==> src/rtl/kogge_add_arbiter.sv <==
// kogge_add_arbiter
//   Round-robin arbiter/sequencer sharing one combinational N-bit adder among
//   R requesters. At most one requester is granted per cycle; its operands are
//   driven onto the shared adder and the N+1-bit sum is captured into a
//   single-entry response register tagged with the requester index. A
//   per-requester carry flag lets a requester chain multi-word additions.
//
// Ports
//   clk, rst_n          clock (rising edge), asynchronous active-low reset
//   Req_Valid/Ready     per-requester handshake, Ready is a one-hot grant
//   Req_A/Req_B         per-requester operands, requester i at [i*N +: N]
//   Req_Cin/Req_Chain   explicit carry-in, or use stored carry when Chain=1
//   Add_A/Add_B/Add_Cin operands to the shared adder (zero when no grant)
//   Add_Sum             combinational N+1-bit result of the shared adder
//   Rsp_Valid/Ready     response handshake
//   Rsp_Sum/Rsp_Id      captured sum and the index of its requester
//   Busy                response pending or any request valid
module kogge_add_arbiter #(
  parameter int N   = 4,
  parameter int R   = 4,
  parameter int IDW = 2
) (
  input  logic           clk,
  input  logic           rst_n,
  input  logic [R-1:0]   Req_Valid,
  input  logic [R*N-1:0] Req_A,
  input  logic [R*N-1:0] Req_B,
  input  logic [R-1:0]   Req_Cin,
  input  logic [R-1:0]   Req_Chain,
  output logic [R-1:0]   Req_Ready,
  output logic [N-1:0]   Add_A,
  output logic [N-1:0]   Add_B,
  output logic           Add_Cin,
  input  logic [N:0]     Add_Sum,
  output logic           Rsp_Valid,
  output logic [N:0]     Rsp_Sum,
  output logic [IDW-1:0] Rsp_Id,
  input  logic           Rsp_Ready,
  output logic           Busy
);

  typedef enum logic {
    EMPTY = 1'b0,
    FULL  = 1'b1
  } rsp_state_e;

  rsp_state_e     state_q, state_d;
  logic [IDW-1:0] last_q;
  logic [R-1:0]   carry_q;
  logic [N:0]     sum_q;
  logic [IDW-1:0] id_q;

  logic           can_issue;
  logic           gnt_found;
  logic [IDW-1:0] gnt_idx;
  logic [IDW-1:0] scan_idx;
  logic           issue;

  // A full register may take a new result in the same cycle it drains.
  assign can_issue = (state_q == EMPTY) || Rsp_Ready;

  // Round-robin scan starting just after the last granted requester.
  always_comb begin
    gnt_found = 1'b0;
    gnt_idx   = '0;
    scan_idx  = '0;
    for (int unsigned k = 1; k <= R; k++) begin
      scan_idx = IDW'((32'(last_q) + k) % R);
      if (!gnt_found && Req_Valid[scan_idx]) begin
        gnt_found = 1'b1;
        gnt_idx   = scan_idx;
      end
    end
  end

  // rst_n gates the grant so nothing is offered while reset is held.
  assign issue = rst_n && can_issue && gnt_found;

  always_comb begin
    Req_Ready = '0;
    Add_A     = '0;
    Add_B     = '0;
    Add_Cin   = 1'b0;
    for (int unsigned i = 0; i < R; i++) begin
      if (issue && (gnt_idx == IDW'(i))) begin
        Req_Ready[i] = 1'b1;
        Add_A        = Req_A[i*N +: N];
        Add_B        = Req_B[i*N +: N];
        Add_Cin      = Req_Chain[i] ? carry_q[i] : Req_Cin[i];
      end
    end
  end

  always_comb begin
    state_d = state_q;
    if (issue) begin
      state_d = FULL;
    end else if ((state_q == FULL) && Rsp_Ready) begin
      state_d = EMPTY;
    end
  end

  always_ff @(posedge clk or negedge rst_n) begin
    if (!rst_n) begin
      state_q <= EMPTY;
      last_q  <= IDW'(R - 1);
      carry_q <= '0;
      sum_q   <= '0;
      id_q    <= '0;
    end else begin
      state_q <= state_d;
      if (issue) begin
        sum_q            <= Add_Sum;
        id_q             <= gnt_idx;
        carry_q[gnt_idx] <= Add_Sum[N];
        last_q           <= gnt_idx;
      end
    end
  end

  assign Rsp_Valid = (state_q == FULL);
  assign Rsp_Sum   = sum_q;
  assign Rsp_Id    = id_q;
  assign Busy      = Rsp_Valid || (|Req_Valid);

endmodule
==> config.mk <==
export PLATFORM = sky130hd
export DESIGN_NAME = kogge_add_arbiter
export DESIGN_NICKNAME = d
export VERILOG_FILES = /design/src/rtl/kogge_add_arbiter.sv
export SDC_FILE = /design/constraint.sdc
export NUM_CORES = 1
export LEC_CHECK = 0
export BUFFER_PORTS_ARGS = -buffer_cell sky130_fd_sc_hd__buf_2
export CORE_MARGIN = 3
export CORE_UTILIZATION = 35
export CTS_CLUSTER_SIZE = 24
export DETAILED_ROUTE_END_ITERATION = 7
export HOLD_SLACK_MARGIN = 0.1
export PLACE_DENSITY = 0.79
export SLEW_MARGIN = 20
export SYNTH_ARGS = -nofsm -noshare
export SYNTH_HDL_FRONTEND = slang
export SYNTH_SLANG_ARGS = --single-unit
==> constraint.sdc <==
create_clock -name clk -period 3.7 [get_ports clk]
set_input_delay 1.11 -clock clk [delete_from_list [all_inputs] [get_ports clk]]
set_output_delay 1.11 -clock clk [all_outputs]
set_load 0.02 [all_outputs]
# == Word level (Yosys, flattened, before mapping) ==
# Index checks and enable logic that the tools add are counted.
# totals
register_bits,14
word_cells,79
output_inout_bits,22
# op_classes
n_reduce_logical,19
n_mux,41
order_cmp,6
n_eq_ne,3
bitwise,1
add_sub_neg,4
# op_table
operator,count
$mux 4,8
$mux 1,23
$lt 2x3->1 const B,5
$logic_and 1x1->1,11
$bmux 1 s2,4
$mux 2,4
$add 2x1->2 const B,2
$add 2x2->2 const B,2
$bwmux 4,1
$eq 2x2->1 const B,2
$reduce_or 4->1,1
$logic_not 1->1,3
$demux 1 s2,1
$eq 2x1->1 const B,1
$ge 2x1->1 const B,1
$logic_not 2->1,1
$logic_or 1x1->1,2
$reduce_bool 2->1,1
$not 1->1,1

# == Longest topological paths before layout ==
# depth
word_depth,19
mapped_depth,6
mapped_depth_nobuf,5

# == Least setup slack after synthesis ==
# No wires, ideal clock.
# synth_path
path_kind,input -> output
start,input Req_Valid[0]
end,output Add_Cin
stages,6
required_time_ps,2590
arrival_ps,2375
path_slack_ps,215
path_buffers,1
path_cell_list,o21ai_1 > a21oi_1 > nor3_4 > buf_6 > mux2_1 > o22ai_2
# synth_between
elab_chain_cells,18
word_cells_on_any_way,35
classes_between,3 x eq/ne; 20 x mux; 12 x reduce/logical
# synth_lines
item,line,source
start: declaration,25,"input logic [R-1:0] Req_Valid,"
$bmux 1 s2,69,if (!gnt_found && Req_Valid[scan_idx]) begin
$mux 1 (not written as such),69,
$mux 1,69,
$logic_not 1->1,69,
$logic_and 1x1->1,69,
$mux 1,69,
$logic_not 1->1,69,
$logic_and 1x1->1,69,
$mux 1,69,
$logic_not 1->1,69,
$logic_and 1x1->1,69,
$mux 2 / $mux 1 (equally long branches),69,
$logic_not 2->1 / $logic_and 1x1->1 (equally long branches),"85, 77",
$logic_and 1x1->1,85,if (issue && (gnt_idx == IDW'(i))) begin
$mux 1 (3 in series),85,
$mux 1 (*),85,
end: declaration,33,"output logic Add_Cin,"
# Every way passes the cells marked *; elsewhere a longest branch is shown, timed or not. The select of a mux whose other input is x is not followed.

# == Worst setup path after layout ==
# layout_path
start,input Req_Valid[1]
end,output Add_Cin
# The elaborated chain is that of the path after synthesis.

==> flow_summary_export.csv <==
group,metric,value,unit
outcome,status,"completed",
yosys,syn-cell-area,1011,sq um
global_routing,grt_overflow,0,
layout,antenna_cells,0,
routing,first_pass_iters,4,
cts,cts_setup_buffers,0,
routing,num_vias,1033,
sta,fin_hold_ws,0.5031,ns
global_routing,grtUsageTotal,14.19,%
die,dieWidth,59.75,um
min_path,holdCritPathClass,"reg2reg",
cts,path_clk_slew,0.08,ns
yosys,synth_top_area_share,29.70,%
sta,worst_pin_slew,0.4973,ns
yosys,synth.area.top_cells,"dfrtp_1 30%, mux2i_1 21%, mux2_2 7.8%",
layout,layout-drive-gt1-share,60.36,%
worst_setup_path,cp_max_fo,7,
layout,fillers,227,
yosys,synth.avg_cell_area,11.11,sq um
yosys,synth_common_cells,"21 x mux2i_1, 12 x dfrtp_1, 9 x o22ai_1",
worst_setup_path,worstSetupPathType,"in2out",
worst_setup_path,crit_required,2.59,ns
die,fp-row-count,18,
global_routing,grt_pass1_wl,3933,um
cts,cts_buffer_depth,2,
sta,fin_setup_tns,0,ns
placed_design,dp_hpwl,2314,um
min_path,min_to,"Rsp_Id[0]",
yosys,syn_nets,143,
global_routing,grt_max_degree,17,
yosys,synth_seq_cells,14,
cts,htreeDepth,1,
yosys,synth_area_leader_cell,"dfrtp_1",
cts,cts_tree,"done",
worst_setup_path,timing.rr.end,"carry_q[0]",
yosys,yosys.cell_types.count,31,
sta,finalHoldViolCount,0,
power_and_ir_drop,power_leakage,0.7827,nW
global_routing,grt_pass1_vias,966,
worst_setup_path,critPathArrivalTime,2.47,ns
yosys,syn_inst,91,
worst_setup_path,r2r_setup_slack,1.71,ns
placed_design,place.gp.congestion,0.8007,
layout,multi_input_area,608.1,sq um
global_routing,antenna_found_initial,0,
power_and_ir_drop,ir_drop,370.4,uV
job,maxCapViolCount,0,
sta,timing.fmax,279.0,MHz
placed_design,port_buffers,73,
layout,nNetsFinal,222,
sta,slew_viol_final,0,
worst_setup_path,end_kind,"output port",
yosys,synth_warnings,0,
power_and_ir_drop,powerDensity,462.4,nW/um^2
worst_setup_path,timing.rr.start,"last_q[1]",
sta,setup_viol,0,
die,core,2613,sq um
sta,grt_setup_unrepaired,"false",
power_and_ir_drop,total_power,0.0006774,W
yosys,seq_area_frac_synth,34.90,%
cts,cts.sinks,14,
die,initial_core_util,38.70,%
routing,drt-initial-drc-count,16,
min_path,hold_depth,1,
die,io_pins,74,
yosys,synth-edff-count,0,
cts,hold_buffers,0,
worst_setup_path,r2r_cells,5,
min_path,worstHoldStart,"Rsp_Id[0]",
cts,cts_resized,0,
sta,finalCritPeriodShare,96.89,%
yosys,yosysMostFrequentCell,"mux2i_1",
die,die-height,59.75,um
sta,slew_headroom,66.84,%
layout,seqCellArea,352.8,sq um
yosys,synth_flop_cell,"dfrtp_1",
routing,drc,0,
worst_setup_path,cp-start-kind,"primary input",
layout,syn2layout_area_growth,44.93,%
routing,ant_nets,0,
die,die-area,3569,sq um
routing,wl_per_cell,13.88,um
yosys,synth-async-reset-ratio,100.0,%
sta,fin_worst_skew,0.004507,ns
cts,cts_made_buffers,3,
cts,cts-root-buf,"clkbuf_4",
cts,clock_latency,0.27,ns
sta,fin_crit,3.585,ns
routing,wl,2763,um
routing,vias_per_cell,5.191,
-- through the flow --
step	util (%)	setup slack (ns)	instances	cell area, sq um
3_5_place_dp	54.41	0.05140	194	1421
6_report	56.08	0.1151	199	1465
5_1_grt	56.08	0.01488	199	1465
3_3_place_gp	54.41	0.1241	194	1421
2_1_floorplan	-	0.2147	91	1011
4_1_cts	55.79	0.04637	198	1458
-- registers in the layout, indices dropped and copies added, names as in the netlist --
register   flops
Rsp_Sum        5
last_q         2
Rsp_Id         2
Rsp_Valid      1
carry_q        4
-- worst max-delay path, stage by stage --
cell	delay, ns
buf_2	0.16
nor3b_1	0.34
nor3_4	0.10
buf_4	0.16
mux2_1	0.32
o22ai_2	0.11
buf_2	0.19
-- final cells by class --
cell class,count,share of cell area (%)
flip-flops and latches,14,24.08
well taps,30,2.562
clock buffers,4,2.477
inverters,4,1.025
multi-input cells,69,41.50
repair buffers,78,28.35
-- power breakdown --
part           switching, W  leakage [nW]  internal (W)  total [W]
Combinational      0.000173         0.600      0.000169   0.000342
Sequential        0.0000281         0.162      0.000201   0.000229
Clock             0.0000468        0.0210     0.0000598   0.000107
Total              0.000248         0.783      0.000430   0.000677
-- kinds of logic after synthesis --
logic type / Yosys count / share of synthesized area (%)
and+or+nand+nor: 14 / 10.27
AOI/OAI and AO/OA: 23 / 16.09
muxes: 32 / 33.79
buffers and inverters: 8 / 4.950
DFF: 14 / 34.90
-- layer usage --
| layer | global-route usage [%] | vias to the layer above | routed length, um |
|---|---|---|---|
| met1 | 13.05 | 476 | 934 |
| met2 | 28.70 | 59 | 1399 |
| met3 | 4.320 | 0 | 428 |
| li1 | - | 498 | - |
| met5 | 0 | - | 0 |
| met4 | 4.430 | 0 | 0 |
-- placed cells by master (no fill, tap or decap) --
master | netlist | final
buf_2 | 1 | 73
mux2i_1 | 21 | 21
dfrtp_1 | 12 | 12
o22ai_1 | 9 | 9
mux2_2 | 7 | 7
inv_1 | 4 | 4
buf_4 | 1 | 4
nand2b_1 | 3 | 3
a21oi_1 | 3 | 3
o21ai_0 | 3 | 3
clkbuf_4 | 0 | 3
nand2_1 | 2 | 2
mux2_4 | 2 | 2
mux2_1 | 2 | 2
o21a_1 | 2 | 2
dfstp_2 | 2 | 2
a21bo_2 | 1 | 1
nor2_1 | 1 | 1
o41ai_2 | 1 | 1
a21oi_2 | 1 | 1
o21ai_1 | 1 | 1
nor3b_1 | 1 | 1
nor3_4 | 1 | 1
and3b_1 | 1 | 1
o21ai_2 | 1 | 1
nor2_2 | 1 | 1
and3_1 | 1 | 1
or3b_4 | 1 | 1
nor2_4 | 1 | 1
nor4_1 | 1 | 1
o22ai_2 | 1 | 1
clkbuf_8 | 0 | 1
buf_12 | 0 | 1
-- worst max path at each step --
| stage | from | endpoint |
|---|---|---|
| after floorplan | Req_Valid[0] | Add_Cin |
| after global placement | Req_Valid[0] | Add_B[0] |
| after detailed placement | Req_Valid[0] | Add_A[3] |
| after CTS | Req_Valid[0] | Add_A[3] |
| after global routing | Req_Valid[0] | Add_Cin |
| final | Req_Valid[1] | Add_Cin |
No activity file was read; power rests on OpenSTA's default activity.
